[src/rtl/calc_keys_pkg.sv]
// calc_keys_pkg: keycodes shared by the keypad scanner, CalculatorLogic and
// the benches, plus the scanner FSM state and per-scan result encodings.
//   key_code(r, c) maps a matrix position to its keycode.
package calc_keys_pkg;

  localparam logic [4:0] KEY_NULL   = 5'h00;
  localparam logic [4:0] KEY_CLEAR  = 5'h01;
  localparam logic [4:0] KEY_PLUS   = 5'h02;
  localparam logic [4:0] KEY_MUL    = 5'h03;
  localparam logic [4:0] KEY_EQUAL  = 5'h04;
  localparam logic [4:0] DIGIT_FLAG = 5'h10;

  typedef enum logic [1:0] {
    ST_IDLE,
    ST_DB_PRESS,
    ST_PRESSED,
    ST_DB_RELEASE
  } scan_state_t;

  typedef enum logic [1:0] {
    SCAN_NONE,
    SCAN_ONE,
    SCAN_MULTI
  } scan_result_t;

  // Columns 0..3 are hex digits 4r+c; column 4 holds the control keys.
  function automatic logic [4:0] key_code(input logic [1:0] r, input logic [2:0] c);
    logic [4:0] code;
    if (c == 3'd4) begin
      case (r)
        2'd0:    code = KEY_CLEAR;
        2'd1:    code = KEY_PLUS;
        2'd2:    code = KEY_MUL;
        default: code = KEY_EQUAL;
      endcase
    end else begin
      code = DIGIT_FLAG | {1'b0, r, c[1:0]};
    end
    return code;
  endfunction

endpackage

[src/rtl/keypad_sync.sv]
// keypad_sync: per-bit two-flop synchronizer for asynchronous inputs.
//   clock     system clock
//   reset     asynchronous active-low reset, both stages load RESET_VAL
//   d         asynchronous input bus
//   q         synchronized output bus
module keypad_sync #(
  parameter int              WIDTH     = 5,
  parameter logic [WIDTH-1:0] RESET_VAL = '1
) (
  input  logic             clock,
  input  logic             reset,
  input  logic [WIDTH-1:0] d,
  output logic [WIDTH-1:0] q
);

  generate
    for (genvar gi = 0; gi < WIDTH; gi++) begin : g_bit
      logic meta_reg;
      logic sync_reg;

      always_ff @(posedge clock or negedge reset) begin
        if (!reset) begin
          meta_reg <= RESET_VAL[gi];
          sync_reg <= RESET_VAL[gi];
        end else begin
          meta_reg <= d[gi];
          sync_reg <= meta_reg;
        end
      end

      assign q[gi] = sync_reg;
    end
  endgenerate

endmodule

[src/rtl/keypad_scanner.sv]
// keypad_scanner: scans and debounces a 4x5 active-low matrix keypad.
//   clock     system clock, rising edge
//   reset     asynchronous active-low reset
//   row       row drive, active-low one-hot
//   col       column sense, active-low, asynchronous
//   newKey    one-clock pulse per accepted press
//   keycode   accepted key code, KEY_NULL when no key is held
//   keyHeld   high from acceptance until the release is debounced
module keypad_scanner
  import calc_keys_pkg::*;
#(
  parameter int SCAN_DIV       = 5000,
  parameter int DEBOUNCE_SCANS = 8
) (
  input  logic       clock,
  input  logic       reset,
  output logic [3:0] row,
  input  logic [4:0] col,
  output logic       newKey,
  output logic [4:0] keycode,
  output logic       keyHeld
);

  localparam int              DIV_W     = $clog2(SCAN_DIV);
  localparam logic [DIV_W-1:0] DIV_LAST  = DIV_W'(SCAN_DIV - 1);
  localparam logic [7:0]       DB_TARGET = 8'(DEBOUNCE_SCANS);

  logic [4:0]       col_sync;
  logic [DIV_W-1:0] div_cnt_reg;
  logic [1:0]       row_idx_reg;
  logic [3:0]       row_reg;
  logic [1:0]       hit_cnt_reg;   // keys seen so far this scan, saturates at 2
  logic [4:0]       hit_code_reg;
  logic             dwell_end;
  logic             scan_end;
  logic [2:0]       row_pop;
  logic [2:0]       hit_col;
  logic [2:0]       hit_sum;
  logic [1:0]       hit_cnt_next;
  logic [4:0]       hit_code_next;
  scan_result_t     scan_res;

  scan_state_t      state_reg;
  logic [4:0]       cand_reg;
  logic [7:0]       cnt_reg;
  logic [7:0]       cnt_inc;
  logic [4:0]       keycode_reg;
  logic             keyheld_reg;
  logic             fire_reg;
  logic             newkey_reg;

  keypad_sync #(.WIDTH(5), .RESET_VAL(5'h1F)) u_col_sync (
    .clock (clock),
    .reset (reset),
    .d     (col),
    .q     (col_sync)
  );

  assign dwell_end = (div_cnt_reg == DIV_LAST);
  assign scan_end  = dwell_end && (row_idx_reg == 2'd3);

  // Count active columns in the current row and remember the last one.
  always_comb begin
    row_pop = 3'd0;
    hit_col = 3'd0;
    for (int i = 0; i < 5; i++) begin
      if (!col_sync[i]) begin
        row_pop = row_pop + 3'd1;
        hit_col = 3'(i);
      end
    end
  end

  // Fold this row's sample into the running scan tally. The code is only
  // meaningful when the whole scan ends with exactly one key.
  always_comb begin
    hit_sum       = {1'b0, hit_cnt_reg} + row_pop;
    hit_cnt_next  = (hit_sum >= 3'd2) ? 2'd2 : hit_sum[1:0];
    hit_code_next = hit_code_reg;
    if (hit_cnt_reg == 2'd0 && row_pop == 3'd1) begin
      hit_code_next = key_code(row_idx_reg, hit_col);
    end
    case (hit_cnt_next)
      2'd0:    scan_res = SCAN_NONE;
      2'd1:    scan_res = SCAN_ONE;
      default: scan_res = SCAN_MULTI;
    endcase
  end

  always_ff @(posedge clock or negedge reset) begin
    if (!reset) begin
      div_cnt_reg  <= '0;
      row_idx_reg  <= 2'd0;
      row_reg      <= 4'b1110;
      hit_cnt_reg  <= 2'd0;
      hit_code_reg <= KEY_NULL;
    end else if (dwell_end) begin
      div_cnt_reg <= '0;
      row_idx_reg <= row_idx_reg + 2'd1;
      row_reg     <= {row_reg[2:0], row_reg[3]};
      if (scan_end) begin
        hit_cnt_reg  <= 2'd0;
        hit_code_reg <= KEY_NULL;
      end else begin
        hit_cnt_reg  <= hit_cnt_next;
        hit_code_reg <= hit_code_next;
      end
    end else begin
      div_cnt_reg <= div_cnt_reg + 1'b1;
    end
  end

  assign cnt_inc = cnt_reg + 8'd1;

  // Debounce FSM, advanced only on the last clock of a full scan. The
  // acceptance edge loads keycode; newKey follows one clock later so the
  // code is already stable when the pulse appears.
  always_ff @(posedge clock or negedge reset) begin
    if (!reset) begin
      state_reg   <= ST_IDLE;
      cand_reg    <= KEY_NULL;
      cnt_reg     <= 8'd0;
      keycode_reg <= KEY_NULL;
      keyheld_reg <= 1'b0;
      fire_reg    <= 1'b0;
      newkey_reg  <= 1'b0;
    end else begin
      newkey_reg <= fire_reg;
      fire_reg   <= 1'b0;
      if (scan_end) begin
        case (state_reg)
          ST_IDLE: begin
            if (scan_res == SCAN_ONE) begin
              cand_reg <= hit_code_next;
              cnt_reg  <= 8'd1;
              if (DB_TARGET == 8'd1) begin
                state_reg   <= ST_PRESSED;
                keycode_reg <= hit_code_next;
                keyheld_reg <= 1'b1;
                fire_reg    <= 1'b1;
              end else begin
                state_reg <= ST_DB_PRESS;
              end
            end
          end
          ST_DB_PRESS: begin
            if (scan_res == SCAN_ONE && hit_code_next == cand_reg) begin
              cnt_reg <= cnt_inc;
              if (cnt_inc == DB_TARGET) begin
                state_reg   <= ST_PRESSED;
                keycode_reg <= cand_reg;
                keyheld_reg <= 1'b1;
                fire_reg    <= 1'b1;
              end
            end else if (scan_res == SCAN_ONE) begin
              cand_reg <= hit_code_next;
              cnt_reg  <= 8'd1;
            end else begin
              state_reg <= ST_IDLE;
              cnt_reg   <= 8'd0;
            end
          end
          ST_PRESSED: begin
            if (scan_res == SCAN_NONE) begin
              cnt_reg <= 8'd1;
              if (DB_TARGET == 8'd1) begin
                state_reg   <= ST_IDLE;
                keycode_reg <= KEY_NULL;
                keyheld_reg <= 1'b0;
              end else begin
                state_reg <= ST_DB_RELEASE;
              end
            end
          end
          ST_DB_RELEASE: begin
            if (scan_res == SCAN_NONE) begin
              cnt_reg <= cnt_inc;
              if (cnt_inc == DB_TARGET) begin
                state_reg   <= ST_IDLE;
                cnt_reg     <= 8'd0;
                keycode_reg <= KEY_NULL;
                keyheld_reg <= 1'b0;
              end
            end else begin
              // Release bounce: back to held without a new pulse.
              state_reg <= ST_PRESSED;
              cnt_reg   <= 8'd0;
            end
          end
          default: state_reg <= ST_IDLE;
        endcase
      end
    end
  end

  assign row     = row_reg;
  assign newKey  = newkey_reg;
  assign keycode = keycode_reg;
  assign keyHeld = keyheld_reg;

endmodule

[config.mk]
export PLATFORM = sky130hd
export DESIGN_NAME = keypad_scanner
export DESIGN_NICKNAME = d
export VERILOG_FILES = /design/src/rtl/calc_keys_pkg.sv /design/src/rtl/keypad_sync.sv /design/src/rtl/keypad_scanner.sv
export SDC_FILE = /design/constraint.sdc
export NUM_CORES = 1
export LEC_CHECK = 0
export ABC_AREA = 1
export ABC_CLOCK_PERIOD_IN_PS = 4300
export CAP_MARGIN = 20
export CELL_PAD_IN_SITES_DETAIL_PLACEMENT = 1
export CELL_PAD_IN_SITES_GLOBAL_PLACEMENT = 1
export CORE_MARGIN = 3
export CORE_UTILIZATION = 40
export CTS_CLUSTER_SIZE = 16
export DETAILED_ROUTE_END_ITERATION = 7
export GPL_TIMING_DRIVEN = 0
export PLACE_DENSITY = 0.8
export SYNTH_ARGS = -nofsm -noshare
export SYNTH_HDL_FRONTEND = slang
export SYNTH_SLANG_ARGS = --single-unit
[constraint.sdc]
create_clock -name clock -period 4.3 [get_ports clock]
set_input_delay 1.075 -clock clock [delete_from_list [all_inputs] [get_ports clock]]
set_output_delay 1.075 -clock clock [all_outputs]
set_load 0.01 [all_outputs]
; ---- After elaboration in Yosys (flattened, before gate mapping)
; Cells that the tools add are included.
[totals]
reg_bits = 59
word_cells = 117
input_bits = 7
[op_classes]
n_mux = 49
reduce_logical = 14
n_eq_ne = 23
order_cmp = 1
addsub = 8
[ops]
columns = operator, n
row1 = 5-bit two-way mux, 9
row2 = 8-bit two-way mux, 5
row3 = 8-bit case mux with 4 select lines, 1
row4 = 2-bit two-way mux, 10
row5 = 5-bit case mux with 2 select lines, 2
row6 = 3-bit two-way mux, 6
row7 = 2-bit != test (second input constant), 7
row8 = 13-bit by 1-bit adder with 13-bit output (second input constant), 1
row9 = 13-bit equality test (second input constant), 1
row10 = 13-bit two-way mux, 1
row11 = 3-bit by 1-bit adder with 3-bit output (second input constant), 4
row12 = 6-bit AND reduction, 2
row13 = 1-bit two-way mux, 11
row14 = 2-bit zero test, 5
row15 = 3-bit != test (second input constant), 3
row16 = 3-bit case mux with 3 select lines, 1
row17 = 8-bit by 1-bit adder with 8-bit output (second input constant), 1
row18 = 2-bit by 1-bit equality test with 1-bit output (second input constant), 4
row19 = 2-bit equality test (second input constant), 4
row20 = 8-bit by 4-bit equality test with 1-bit output (second input constant), 1
row21 = 2-bit case mux with 4 select lines, 1
row22 = 3-bit AND reduction, 2
row23 = 5-bit equality test, 1
row24 = 2-bit case mux with 2 select lines, 1
row25 = 8 further kinds, 11

; ---- Logic depth before layout (Yosys ltp)
[depth]
ltp_word = 19
ltp_mapped = 28
depth_no_buf = 28

; ---- Hierarchy
; From an unflattened synthesis, not the netlist that was laid out.
[unflattened]
hier_cells = 414
hier_area_um2 = 3448.3
[modules_own_cells]
columns = mod, n_inst, area_per_inst_um2, cells_per_inst, seq_area_each_um2
row1 = keypad_scanner, 1, 3148.0, 399, 1229.9
row2 = keypad_sync, 1, 300.3, 15, 262.8

; ---- Worst setup path before layout
; Ideal clock, no wire load.
[synth_path]
path_kind = register to register
startpoint = register u_col_sync.g_bit[1].sync_reg
endpoint = register state_reg[0]
synth_period_minus_slack_ns = 3.744
arrival_ns = 3.631
path_buffers = 0
setup_time_ns = 0.113
path_slack_ns = 0.556
stages_incl_launch_ff = 22
cell_sequence = dfstp_2 > inv_1 > ha_1 > inv_1 > nand2_2 > nand2_1 > ha_1 > or2_1 > and2_1 > ha_1 > nand2_1 > nand2_4 > fa_1 > nand3b_1 > nor2_2 > inv_2 > nand3_1 > nand3_1 > nor2_1 > nand3_1 > nand2_1 > inv_1
[synth_between]
elab_chain_cells = 16
word_cells_on_any_way = 35
cone_classes = add/sub (4) / order compare (1) / eq/ne (10) / mux (15) / reduce/logical (5)
[synth_lines]
columns = element, line
row1 = from (decl), keypad_sync.sv:19  ; logic sync_reg;
row2 = from (signal assigned), keypad_sync.sv:24  ; sync_reg <= RESET_VAL[gi];
row3 = from (signal assigned), keypad_sync.sv:27  ; sync_reg <= meta_reg;
row4 = 3-bit two-way mux, keypad_scanner.sv:67  ; if (!col_sync[i]) begin
row5 = 3-bit by 1-bit adder with 3-bit output, keypad_scanner.sv:68  ; row_pop = row_pop + 3'd1;
row6 = 3-bit two-way mux, keypad_scanner.sv:67
row7 = 3-bit by 1-bit adder with 3-bit output, keypad_scanner.sv:68
row8 = 3-bit two-way mux, keypad_scanner.sv:67
row9 = 3-bit by 1-bit adder with 3-bit output, keypad_scanner.sv:68
row10 = 3-bit two-way mux, keypad_scanner.sv:67
row11 = 2-bit by 3-bit adder with 3-bit output, keypad_scanner.sv:77  ; hit_sum = {1'b0, hit_cnt_reg} + row_pop;
row12 = 3-bit by 2-bit greater-or-equal comparator with 1-bit output, keypad_scanner.sv:78  ; hit_cnt_next = (hit_sum >= 3'd2) ? 2'd2 : hit_sum[1:0];
row13 = 2-bit two-way mux, keypad_scanner.sv:78
row14 = 2-bit by 1-bit equality test with 1-bit output / 2-bit zero test (equally long branches), keypad_scanner.sv:83  ; case (hit_cnt_next)
row15 = 2-bit case mux with 2 select lines, keypad_scanner.sv:83
row16 = 2-bit by 1-bit equality test with 1-bit output, "keypad_scanner.sv:133, keypad_scanner.sv:147, keypad_scanner.sv:155"
row17 = 1-bit logical AND, keypad_scanner.sv:147  ; if (scan_res == SCAN_ONE && hit_code_next == cand_reg) begin
row18 = 3-bit != test (no line) / 2-bit two-way mux (equally long branches), -
row19 = 6-bit AND reduction (no line) / 2-bit case mux with 4 select lines (equally long branches), -
row20 = to (signal assigned), keypad_scanner.sv:137  ; state_reg <= ST_PRESSED;
row21 = to (signal assigned), keypad_scanner.sv:150  ; state_reg <= ST_PRESSED;
row22 = to (signal assigned), keypad_scanner.sv:159  ; state_reg <= ST_IDLE;
row23 = to (decl), keypad_scanner.sv:43  ; scan_state_t state_reg;
; Parallel ways exist; a longest one is shown, timed or not.
; A chain may end at the register's enable or synchronous reset.

; ---- Final worst setup path
[layout_path]
startpoint = register u_col_sync.g_bit[1].sync_reg
endpoint = register cnt_reg[5]
[layout_between]
elab_chain_cells = 16
word_cells_on_any_way = 32
cone_classes = add/sub (4) / order compare (1) / eq/ne (7) / mux (15) / reduce/logical (5)
[layout_lines]
columns = element, line
row1 = 3-bit two-way mux, keypad_scanner.sv:67
row2 = 3-bit by 1-bit adder with 3-bit output, keypad_scanner.sv:68
row3 = 3-bit two-way mux, keypad_scanner.sv:67
row4 = 3-bit by 1-bit adder with 3-bit output, keypad_scanner.sv:68
row5 = 3-bit two-way mux, keypad_scanner.sv:67
row6 = 3-bit by 1-bit adder with 3-bit output, keypad_scanner.sv:68
row7 = 3-bit two-way mux, keypad_scanner.sv:67
row8 = 2-bit by 3-bit adder with 3-bit output, keypad_scanner.sv:77
row9 = 3-bit by 2-bit greater-or-equal comparator with 1-bit output, keypad_scanner.sv:78
row10 = 2-bit two-way mux, keypad_scanner.sv:78
row11 = 2-bit by 1-bit equality test with 1-bit output / 2-bit zero test (equally long branches), keypad_scanner.sv:83
row12 = 2-bit case mux with 2 select lines, keypad_scanner.sv:83
row13 = 2-bit by 1-bit equality test with 1-bit output, "keypad_scanner.sv:133, keypad_scanner.sv:147"
row14 = 1-bit logical AND, keypad_scanner.sv:147
row15 = 8-bit two-way mux, keypad_scanner.sv:147
row16 = 8-bit case mux with 4 select lines, keypad_scanner.sv:131  ; case (state_reg)
row17 = to (signal assigned), keypad_scanner.sv:148  ; cnt_reg <= cnt_inc;
row18 = to (signal assigned), keypad_scanner.sv:177  ; cnt_reg <= cnt_inc;
row19 = to (decl), keypad_scanner.sv:45  ; logic [7:0] cnt_reg;
; Parallel ways exist; a longest one is shown, timed or not.

==> reports/results.ini <==
[outcome]
status = complete, no violations

[synth]
mappedNetlistArea_sq_um = 3350
synth-edff-count = 0
synth.ff_latch_count = 59
yosys_warnings = 0
ys_async_sr_fraction_pct = 100
yosys.cell_types.count = 36
netlist_instances = 412
seq_area_frac_synth_pct = 44.5
synth_fp_nets = 431
synth_flop_cell = dfrtp_1
avgSynthCellArea_sq_um = 8.14

[pwr]
pwr-share-seq_pct = 46.6
pwr-share-clk_pct = 41.1
p_per_area_nw_per_um2 = 309
power.internal_uw = 903
switching_share_pct = 25.8
ir_worst_vdd_uv = 177
p_sw_uw = 314
p_comb_share_pct = 12.3
p_leak_nw = 1.93

[sta]
max_freq_mhz = 246
tightest_slew_ns = 0.669
slew_viol_final = 0
setup_violations = 0
finClkSkew_ns = 0.00980
setup_slack_ns = 0.231
hold_viol_final = 0
finalCriticalPeriod_ns = 4.07
final.period_utilization_pct = 94.6
max_slew_margin_pct = 55.0

[setup_path]
regToRegSetupSlack_ns = 0.23
path_max_fanout = 7
cp_slowest_cell = dfstp_2
path_class = reg2reg
crit_family = simple AND/OR/NAND/NOR gates
crit_arrival_ns = 4.33
endpoint_kind = flip-flop
critPathLaunch = u_col_sync.g_bit[1].sync_reg
cp.required_ns = 4.56
reg2reg_from = u_col_sync.g_bit[1].sync_reg
critPathLaunchType = flip-flop
cp_common_cell = nand2_1
path_buf_inv = 5
slowest_delay_ns = 0.54
path_cells = inv_1, ha_4, inv_1, nand2_2, nand2_1, ha_1, or2_1, and2_1, ha_1, nand2_1, nand2_4, fa_1, nand3_1, nand3b_1, buf_4, nor2_4, inv_2, nand3_2, nand4_1, buf_4, nor2_1, nand2_1, o21ai_1
r2r_end = cnt_reg[5]
reg2reg_depth = 23

[layout]
largest_register_ffs = 13
final_common_cell = nand2_1
final_cell_mix = nand2_1, inv_1, dfrtp_1
utilization_pct = 49.6
drive_gt1_share_pct = 19.4
syn_to_final_growth_pct = 17.4
final_area_sq_um = 3930
antenna_cells = 0
final_nets = 462

[placement]
place_ws_ns = 0.0328
gp_congestion = 0.856
dp_hpwl_mm = 5.66
placed_area_sq_um = 3660
port_buffers = 17

[detailed_routing]
drc = 0
drt_iter0_drc = 68
wl_mm = 7.61
drtPass1Iterations = 4
drtAntennaViolNets = 0
via_count = 2770
wl_per_cell_um = 13.8
routed_via_density = 5.04

[grt]
first_global_vias = 2930
antenna_found_initial = 0
grt_usage_pct = 16.9
grt_first_pass_wirelength_mm = 13.1
grt_overflow = 0
grt_max_degree = 37

[floorplanning]
die_h_um = 97.5
top_level_ports = 18
fp.dieW_um = 97.5
start_util_pct = 42.3
die_area_sq_um = 9510
core_sq_um = 7930
rows = 32

[hold_path]
hold_end = u_col_sync.g_bit[2].sync_reg
hold_start = u_col_sync.g_bit[2].meta_reg
hold_path_class = reg2reg
hold_depth = 0

[clock_tree]
clkTransAtPathRegs_ns = 0.06
cts_max_path_buffers = 2
tritoncts = yes
worstSkewPairLatency_ns = 0.34
cts_sinks = 59
htreeDepth = 3
holdBufCountCts = 0
root_buffer = clkbuf_8
numCtsBuffers = 9

[run]
drv_cap = 0

-- metal layers --
metal	global-route usage, %	part of all wire [%]
met3	4.02	3.1
met5	0	0
met4	5.96	1.3
met2	28.8	51
met1	20.8	45
-- worst max-delay path by stage --
stage | endpoint | slack, ns | cells after the start
after global placement | state_reg[0] | 0.15 | 21
after floorplan | state_reg[0] | 0.56 | 21
final | cnt_reg[5] | 0.23 | 23
after CTS | state_reg[0] | 0.03 | 22
after detailed placement | state_reg[0] | 0.03 | 22
after global routing | cnt_reg[5] | -0.08 | 23
-- final cells by class --
type / count / area [sq um]
Fill cell: 964 / 3990
Multi-Input combinational cell: 286 / 1640
Sequential cell: 59 / 1490
Inverter: 63 / 241
Timing Repair Buffer: 20 / 200
Clock buffer: 15 / 196
Tap cell: 102 / 128
Buffer: 4 / 30.0
Clock inverter: 1 / 5.00
-- synth_stat cells (2+ instances only) --
library cell  count  area (sq um)
nand2_1         105           394
inv_1            59           221
dfrtp_1          46          1150
nand3_1          38           190
nor2_1           27           101
nand2_2          18           113
dfstp_2          13           342
ha_1             11           138
o21ai_0          11          55.1
nand4_1           9          56.3
xor2_1            9          78.8
a21oi_1           7          35.0
nor3_1            7          35.0
o21ai_2           7          61.3
nand3_2           4          40.0
nand3b_1          4          30.0
nor4_1            4          25.0
o22ai_1           4          25.0
inv_2             3          11.3
nand2_4           3          33.8
or2_2             3          18.8
buf_6             2          22.5
clkbuf_1          2          7.51
nor2_2            2          12.5
nor2_4            2          22.5
nor2_8            2          40.0
-- power groups by stage --
stage	logic, mW	registers (mW)	clock network, mW
after floorplan	0.102	0.576	0
after global placement	0.134	0.577	0
after detailed placement	0.140	0.577	0
after CTS	0.141	0.567	0.521
after global routing	0.169	0.567	0.546
final	0.150	0.567	0.500
-- kinds of logic after synthesis --
family	count (synthesis)	share of synthesized area, %
fa+ha+maj	12	4.70
simple gates	232	34.1
xor+xnor	10	2.61
buf+inv	67	8.10
flops	59	44.5
compound gates	32	5.93
-- worst register-to-register path, cell delays in order (launching register included) --
cell      delay, ns
dfstp_2        0.54
inv_1          0.07
ha_4           0.28
inv_1          0.06
nand2_2        0.08
nand2_1        0.07
ha_1           0.29
or2_1          0.23
and2_1         0.17
ha_1           0.26
nand2_1        0.11
nand2_4        0.09
fa_1           0.42
nand3_1        0.11
nand3b_1       0.19
buf_4          0.21
nor2_4         0.10
inv_2          0.07
nand3_2        0.12
nand4_1        0.13
buf_4          0.19
nor2_1         0.09
nand2_1        0.06
o21ai_1        0.08
-- repair_timing --
item | 4_1_cts | 5_1_grt
endpoints found under the setup margin | 0 | 16
buffers inserted | 0 | 2
resized for setup | 0 | 10
-- per-stage QoR --
step | TNS, ns | cells | power, mW | hold WS [ns]
after detailed placement | 0 | 532 | 0.717 | 0.343
after floorplan | 0 | 412 | 0.678 | 0.331
after global routing | -0.229 | 550 | 1.28 | 0.361
final | 0 | 550 | 1.22 | 0.354
after CTS | 0 | 548 | 1.23 | 0.356
after global placement | 0 | 531 | 0.711 | 0.345
(Power assumes the default switching activity.)
